### config.mk
export PLATFORM = sky130hd
export DESIGN_NAME = cond_unit
export DESIGN_NICKNAME = d
export VERILOG_FILES = /design/src/rtl/cond_pkg.sv /design/src/rtl/cond_check.sv /design/src/rtl/cond_unit.sv
export SDC_FILE = /design/constraint.sdc
export NUM_CORES = 1
export LEC_CHECK = 0
export BUFFER_PORTS_ARGS = -buffer_cell sky130_fd_sc_hd__clkbuf_2
export CAP_MARGIN = 0
export CELL_PAD_IN_SITES_DETAIL_PLACEMENT = 0
export CELL_PAD_IN_SITES_GLOBAL_PLACEMENT = 1
export CORE_MARGIN = 1
export CORE_UTILIZATION = 28
export DETAILED_ROUTE_END_ITERATION = 8
export PLACE_DENSITY_LB_ADDON = 0.2
export SYNTH_ARGS = -nofsm -noshare
export SYNTH_HDL_FRONTEND = slang
export SYNTH_SLANG_ARGS = --single-unit
### constraint.sdc
create_clock -name clk -period 1.45 [get_ports clk]
set_input_delay 0.0725 -clock clk [delete_from_list [all_inputs] [get_ports clk]]
set_output_delay 0.0725 -clock clk [all_outputs]
set_load 0.005 [all_outputs]
### src/rtl/cond_pkg.sv
// Shared definitions for the conditional-execution unit.
//   cond_t  : 4-bit instruction condition field encodings
//   flags_t : flag register layout {N,Z,C,V}
//   FLAG_*  : bit positions of each flag within flags_t
package cond_pkg;

  typedef logic [3:0] flags_t;

  localparam int unsigned FLAG_N = 3;
  localparam int unsigned FLAG_Z = 2;
  localparam int unsigned FLAG_C = 1;
  localparam int unsigned FLAG_V = 0;

  typedef enum logic [3:0] {
    COND_EQ = 4'b0000,
    COND_NE = 4'b0001,
    COND_CS = 4'b0010,
    COND_CC = 4'b0011,
    COND_MI = 4'b0100,
    COND_PL = 4'b0101,
    COND_VS = 4'b0110,
    COND_VC = 4'b0111,
    COND_HI = 4'b1000,
    COND_LS = 4'b1001,
    COND_GE = 4'b1010,
    COND_LT = 4'b1011,
    COND_GT = 4'b1100,
    COND_LE = 4'b1101,
    COND_AL = 4'b1110,
    COND_NV = 4'b1111   // reserved: never executes
  } cond_t;

endpackage

### src/rtl/cond_check.sv
// Combinational condition evaluator.
//   Cond   in  4 : instruction condition field
//   Flags  in  4 : flag values {N,Z,C,V} to test against
//   CondEx out 1 : 1 when the condition holds
module cond_check
  import cond_pkg::*;
(
  input  logic [3:0] Cond,
  input  flags_t     Flags,
  output logic       CondEx
);

  logic n, z, c, v;

  always_comb begin
    n = Flags[FLAG_N];
    z = Flags[FLAG_Z];
    c = Flags[FLAG_C];
    v = Flags[FLAG_V];
    CondEx = 1'b0;
    case (cond_t'(Cond))
      COND_EQ: CondEx = z;
      COND_NE: CondEx = ~z;
      COND_CS: CondEx = c;
      COND_CC: CondEx = ~c;
      COND_MI: CondEx = n;
      COND_PL: CondEx = ~n;
      COND_VS: CondEx = v;
      COND_VC: CondEx = ~v;
      COND_HI: CondEx = c & ~z;
      COND_LS: CondEx = ~c | z;
      COND_GE: CondEx = ~(n ^ v);
      COND_LT: CondEx = n ^ v;
      COND_GT: CondEx = ~z & ~(n ^ v);
      COND_LE: CondEx = z | (n ^ v);
      COND_AL: CondEx = 1'b1;
      COND_NV: CondEx = 1'b0;
      default: CondEx = 1'b0;
    endcase
  end

endmodule

### src/rtl/cond_unit.sv
// Execute-stage conditional-execution unit.
// Holds the architectural NZCV flags, evaluates the condition field against
// the stored (pre-update) flags and gates the decoder controls. Gated
// controls are output directly (E) and through a one-cycle register (M).
//   clk, reset                  : clock, synchronous active-high reset
//   valid_i, stall_i, flush_i   : instruction present / hold / kill
//   Cond, ALUFlags, FlagW       : condition field, new flags, flag write enables
//   PCS, RegW, MemW             : ungated controls
//   CondEx                      : condition result against stored flags
//   PCSrcE, RegWriteE, MemWriteE: gated controls, combinational
//   PCSrcM, RegWriteM, MemWriteM: gated controls, registered
//   Flags                       : flag register {N,Z,C,V}
module cond_unit
  import cond_pkg::*;
#(
  parameter flags_t FLAG_RESET = 4'b0000
) (
  input  logic       clk,
  input  logic       reset,
  input  logic       valid_i,
  input  logic       stall_i,
  input  logic       flush_i,
  input  logic [3:0] Cond,
  input  logic [3:0] ALUFlags,
  input  logic [1:0] FlagW,
  input  logic       PCS,
  input  logic       RegW,
  input  logic       MemW,
  output logic       CondEx,
  output logic       PCSrcE,
  output logic       RegWriteE,
  output logic       MemWriteE,
  output logic       PCSrcM,
  output logic       RegWriteM,
  output logic       MemWriteM,
  output logic [3:0] Flags
);

  logic [1:0] nz_q;
  logic [1:0] cv_q;
  logic       go;

  assign Flags = {nz_q, cv_q};

  cond_check u_check (
    .Cond   (Cond),
    .Flags  (Flags),
    .CondEx (CondEx)
  );

  // Flush dominates stall; either one suppresses all effects.
  assign go        = valid_i & CondEx & ~stall_i & ~flush_i;
  assign PCSrcE    = PCS  & go;
  assign RegWriteE = RegW & go;
  assign MemWriteE = MemW & go;

  always_ff @(posedge clk) begin
    if (reset) begin
      nz_q      <= FLAG_RESET[3:2];
      cv_q      <= FLAG_RESET[1:0];
      PCSrcM    <= 1'b0;
      RegWriteM <= 1'b0;
      MemWriteM <= 1'b0;
    end else begin
      if (go & FlagW[1]) nz_q <= ALUFlags[3:2];
      if (go & FlagW[0]) cv_q <= ALUFlags[1:0];
      PCSrcM    <= PCSrcE;
      RegWriteM <= RegWriteE;
      MemWriteM <= MemWriteE;
    end
  end

endmodule

Yosys cells after proc, flatten, opt, wreduce, memory -nomap -nowiden --
Cells that the tools add are included.
Storage, ports and cells: bits in registers 7, output and inout bits 11, logic and storage cells 42
Operators by class: eq/ne operators 15, muxes and demuxes 1, bitwise operators 20, reduce and logical (&&, ||, !) cells 1
Operators by type and width (number):
- $eq 4x4->1 const B | 8
- $eq 4x3->1 const B | 4
- $pmux 1 s16 | 1
- $and 1x1->1 | 10
- $eq 4x2->1 const B | 2
- $not 1->1 | 7
- $eq 4x1->1 const B | 1
- $logic_not 4->1 | 1
- $or 1x1->1 | 2
- $xor 1x1->1 | 1

Longest topological paths before layout --
depth after elaboration 8, depth in mapped cells 6

Cells and area by module --
Synthesis repeated with hierarchy kept, for this count alone.
Unflattened totals: cells, all modules 53, area total of the unflattened synthesis 483.0 um^2
By module, submodules not included:
- cond_unit | times used 1, cells an instance 30, area an instance 327.8 um^2, sequential area each 140.1 um^2
- cond_check | times used 1, cells an instance 23, area an instance 155.1 um^2, sequential area each 0.0 um^2

Least setup slack after synthesis --
No wires, ideal clock.
kind reg-to-output, start point reg nz_q[1], end point out MemWriteE, data arrival time 1.548 ns, setup slack -0.171 ns, stages on the path, launching flop included 7, buffers on the path 0, cell sequence dfxtp_1 xnor2_1 a222oi_1 a311oi_1 a211oi_4 o21a_4 nor2b_1
On the way: cells in the longest elaborated chain, start to end 8, elaborated cells between the ends (all ways) 10, classes of those cells mux: 1; bitwise: 9
Ends and longest elaborated chain:
- from (decl) | line cond_unit.sv:39 | logic [1:0] nz_q;
- from (signal assigned) | line cond_unit.sv:59 | nz_q <= FLAG_RESET[3:2];
- from (signal assigned) | line cond_unit.sv:65 | if (go & FlagW[1]) nz_q <= ALUFlags[3:2];
- $xor 1x1->1
- $not 1->1 | line cond_check.sv:32, cond_check.sv:34
- $and 1x1->1 | line cond_check.sv:34 | COND_GT: CondEx = ~z & ~(n ^ v);
- $pmux 1 s16 * | line cond_check.sv:21 | case (cond_t'(Cond))
- $and 1x1->1 * (3 in a row) | line cond_unit.sv:52 | assign go = valid_i & CondEx & ~stall_i & ~flush_i;
- $and 1x1->1 * | line cond_unit.sv:55 | assign MemWriteE = MemW & go;
- to (decl) | line cond_unit.sv:32 | output logic MemWriteE,
Every way passes the cells marked *; elsewhere a longest branch is shown, timed or not.

Worst setup path in the final report --
Ends and elaborated chain as after synthesis.

==> impl_metrics.ini <==
[die]
dieArea_um2 = 2241
rows = 16
fp.dieH_um = 47.34
io_pins = 29
die_w_um = 47.34
initial_core_util = 0.2964
coreArea_um2 = 1942

[timing]
fin_ws_ns = -0.3927
maxSlewViolCount = 0
relSlewSlack = 0.7649
tightest_slew_ns = 0.3526
period_minus_slack_ns = 1.843
clock.fmax_mhz = 542.7
fin_crit_sh = 1.271
skew_ns = 0.007031
rsz0062_at_grt = true
hold_viol = 0
finalSetupViolCount = 11

[cells_and_area]
drive_above_1_share = 0.6579
fin_cells = 141
fin_area_um2 = 1016
nets = 133
synthToLayoutAreaGrowth_pct = 76.52
n_antenna_cell = 0

[critical_path]
worstSetupStartpointType = flop
rr_worst_depth = 9
worst-endpoint-arrival_ns = 1.77
cp-end-kind = output port
rr_startpoint = nz_q[1]$_SDFFE_PP0P_
cp.required_ns = 1.38
crit_path_max_fanout = 5
worstSetupPathType = reg2out
reg2reg_slack_ns = -0.38
r2r_end = RegWriteM$_SDFF_PP0_

[run_status]
violations = negative setup slack
status = finished with violations

[yosys]
synth.most_common_cell = dfxtp_1
netlist.area_leader.share = 0.2435
synth_edf_count = 0
yosys_warnings = 0
netlist_area_um2 = 575.6
ys_async_sr_fraction = 0
syn_avg_cell_area_um2 = 9.593
syn-num-nets = 78
ys.flop_type = dfxtp_1
ys_ff_latch = 7
ys_types = 31
synth_top_area_cell = dfxtp_1
ys_seq_area_frac = 0.2435
synth.top_cells.by_count = dfxtp_1 (7), mux2i_1 (5), or2b_2 (4)
syn_inst = 60
synth_area_leaders = dfxtp_1 (24%), mux2i_1 (8.7%), nor3b_2 (6.5%), or2b_2 (6.1%), and2b_1 (3.9%)

[grt]
first_global_vias = 518
grt_max_degree = 12
antenna_found_initial = 0
grt_pass1_wl_um = 2014
grt_overflow = 0
grt_usage = 0.1290

[worst_hold_path]
hold-path-endpoint = nz_q[1]$_SDFFE_PP0P_
min_from = ALUFlags[3]
hp-class = in2reg
whs_path_depth = 3

[run]
cap_violations = 0

[drt]
wl_um = 1347
wl_per_cell_um = 9.553
drcViolationCount = 0
vias = 623
drtIter0Drc = 6
viasPerCell = 4.418
ant_nets = 0
drt_first_pass_iters = 4

[cts]
clk_pin_slew_ns = 0.05
cts.path.max_buffers = 2
cts_tree = built
clock-root-buffer = clkbuf_4
cts_max_level = 1
cts_inserted_buffers = 3
clock-sinks = 7
cts_hold_buf = 0
clock_latency_ns = 0.25

[place]
placedCellCount = 126
post-dp-hpwl_um = 1054
port-buffer-count = 28
dp_slack_ns = -0.2582
place.gp.congestion = 0.7351
place_area_um2 = 842.1

[power]
leakagePower_nw = 0.4608
powerDensity_nw_per_um2 = 529.9
ir_drop_mv = 0.4203
-- report_power, final --
group	total, mW	switching [mW]	internal, mW
logic	0.165	0.0674	0.0972
clock network	0.177	0.0722	0.105
registers	0.196	0.00263	0.194
-- per-stage QoR --
step	hold slack (ns)	setup TNS, ns	utilization	total power, mW
2_1_floorplan	0.2196	-0.2913	-	0.2676
3_5_place_dp	0.3186	-2.076	0.4336	0.3285
6_report	0.05796	-3.429	0.5232	0.5384
5_1_grt	0.06575	-4.414	0.5232	0.5766
4_1_cts	0.05263	-3.070	0.5064	0.5362
3_3_place_gp	0.3170	-1.599	0.4336	0.3277
-- area by class of cell --
type,count,area (um2)
repair buffers,52,327.8
fillers,192,925.9
inverters,1,3.754
multi-input cells,50,478.0
clock buffers,4,26.28
flip-flops and latches,7,146.4
well taps,27,33.78
-- critical path: stages (launching register included) --
cell and delay (ns):
dfxtp_4 0.36, xnor2_2 0.14, a222oi_1 0.34, a311oi_2 0.09, a211oi_4 0.25, o21a_4 0.19, nor2b_1 0.05, clkbuf_2 0.10
-- placed cells by master (no fill, tap or decap), types with 2 or more instances in the layout --
cell type / n
clkbuf_2: 28
buf_6: 2
nand2_1: 3
dfxtp_1: 4
nor3b_2: 4
or2b_2: 4
nor2b_1: 3
clkbuf_4: 3
dfxtp_2: 2
or2b_1: 2
mux2i_1: 5
nand3_1: 2
nand2b_1: 3
nand4_1: 2
o21ai_4: 2
and2b_1: 3
buf_4: 22
-- state kept, by name (all words and copies together), names as in the netlist --
| register | cells |
|---|---|
| PCSrcM | 1 |
| MemWriteM | 1 |
| RegWriteM | 1 |
| nz_q | 2 |
| cv_q | 2 |
-- worst max path at each step --
stage | slack [ns] | endpoint | start | cells past startpoint
finish | -0.39 | MemWriteE | nz_q[1]$_SDFFE_PP0P_ | 7
global route | -0.50 | MemWriteE | nz_q[1]$_SDFFE_PP0P_ | 7
CTS | -0.39 | MemWriteE | nz_q[1]$_SDFFE_PP0P_ | 7
detailed placement | -0.26 | MemWriteE | nz_q[1]$_SDFFE_PP0P_ | 7
global placement | -0.20 | MemWriteE | nz_q[1]$_SDFFE_PP0P_ | 7
floorplan | -0.05 | MemWriteM$_SDFF_PP0_ | nz_q[1]$_SDFFE_PP0P_ | 6
-- metal layers --
metal	track usage	part of all wire	vias to the layer above
li1	-	-	327
met1	0.1686	0.46	276
met2	0.2000	0.49	20
met3	0.02308	0.048	0
met4	0.06857	0	0
met5	0	0	-
-- kinds of logic after synthesis --
| logic type | after synthesis | synth area share |
|---|---|---|
| simple gates | 30 | 0.3804 |
| compound gates | 11 | 0.1913 |
| flops | 7 | 0.2435 |
| mux | 6 | 0.1065 |
| xor+xnor | 3 | 0.04566 |
| buf+inv | 3 | 0.03259 |
-- timing repair --
item,CTS,global route
gates resized for setup,8,3
pin swaps,1,2
setup buffers,9,3
setup endpoints to repair,11,11
Power figures use the tool's default switching activity.
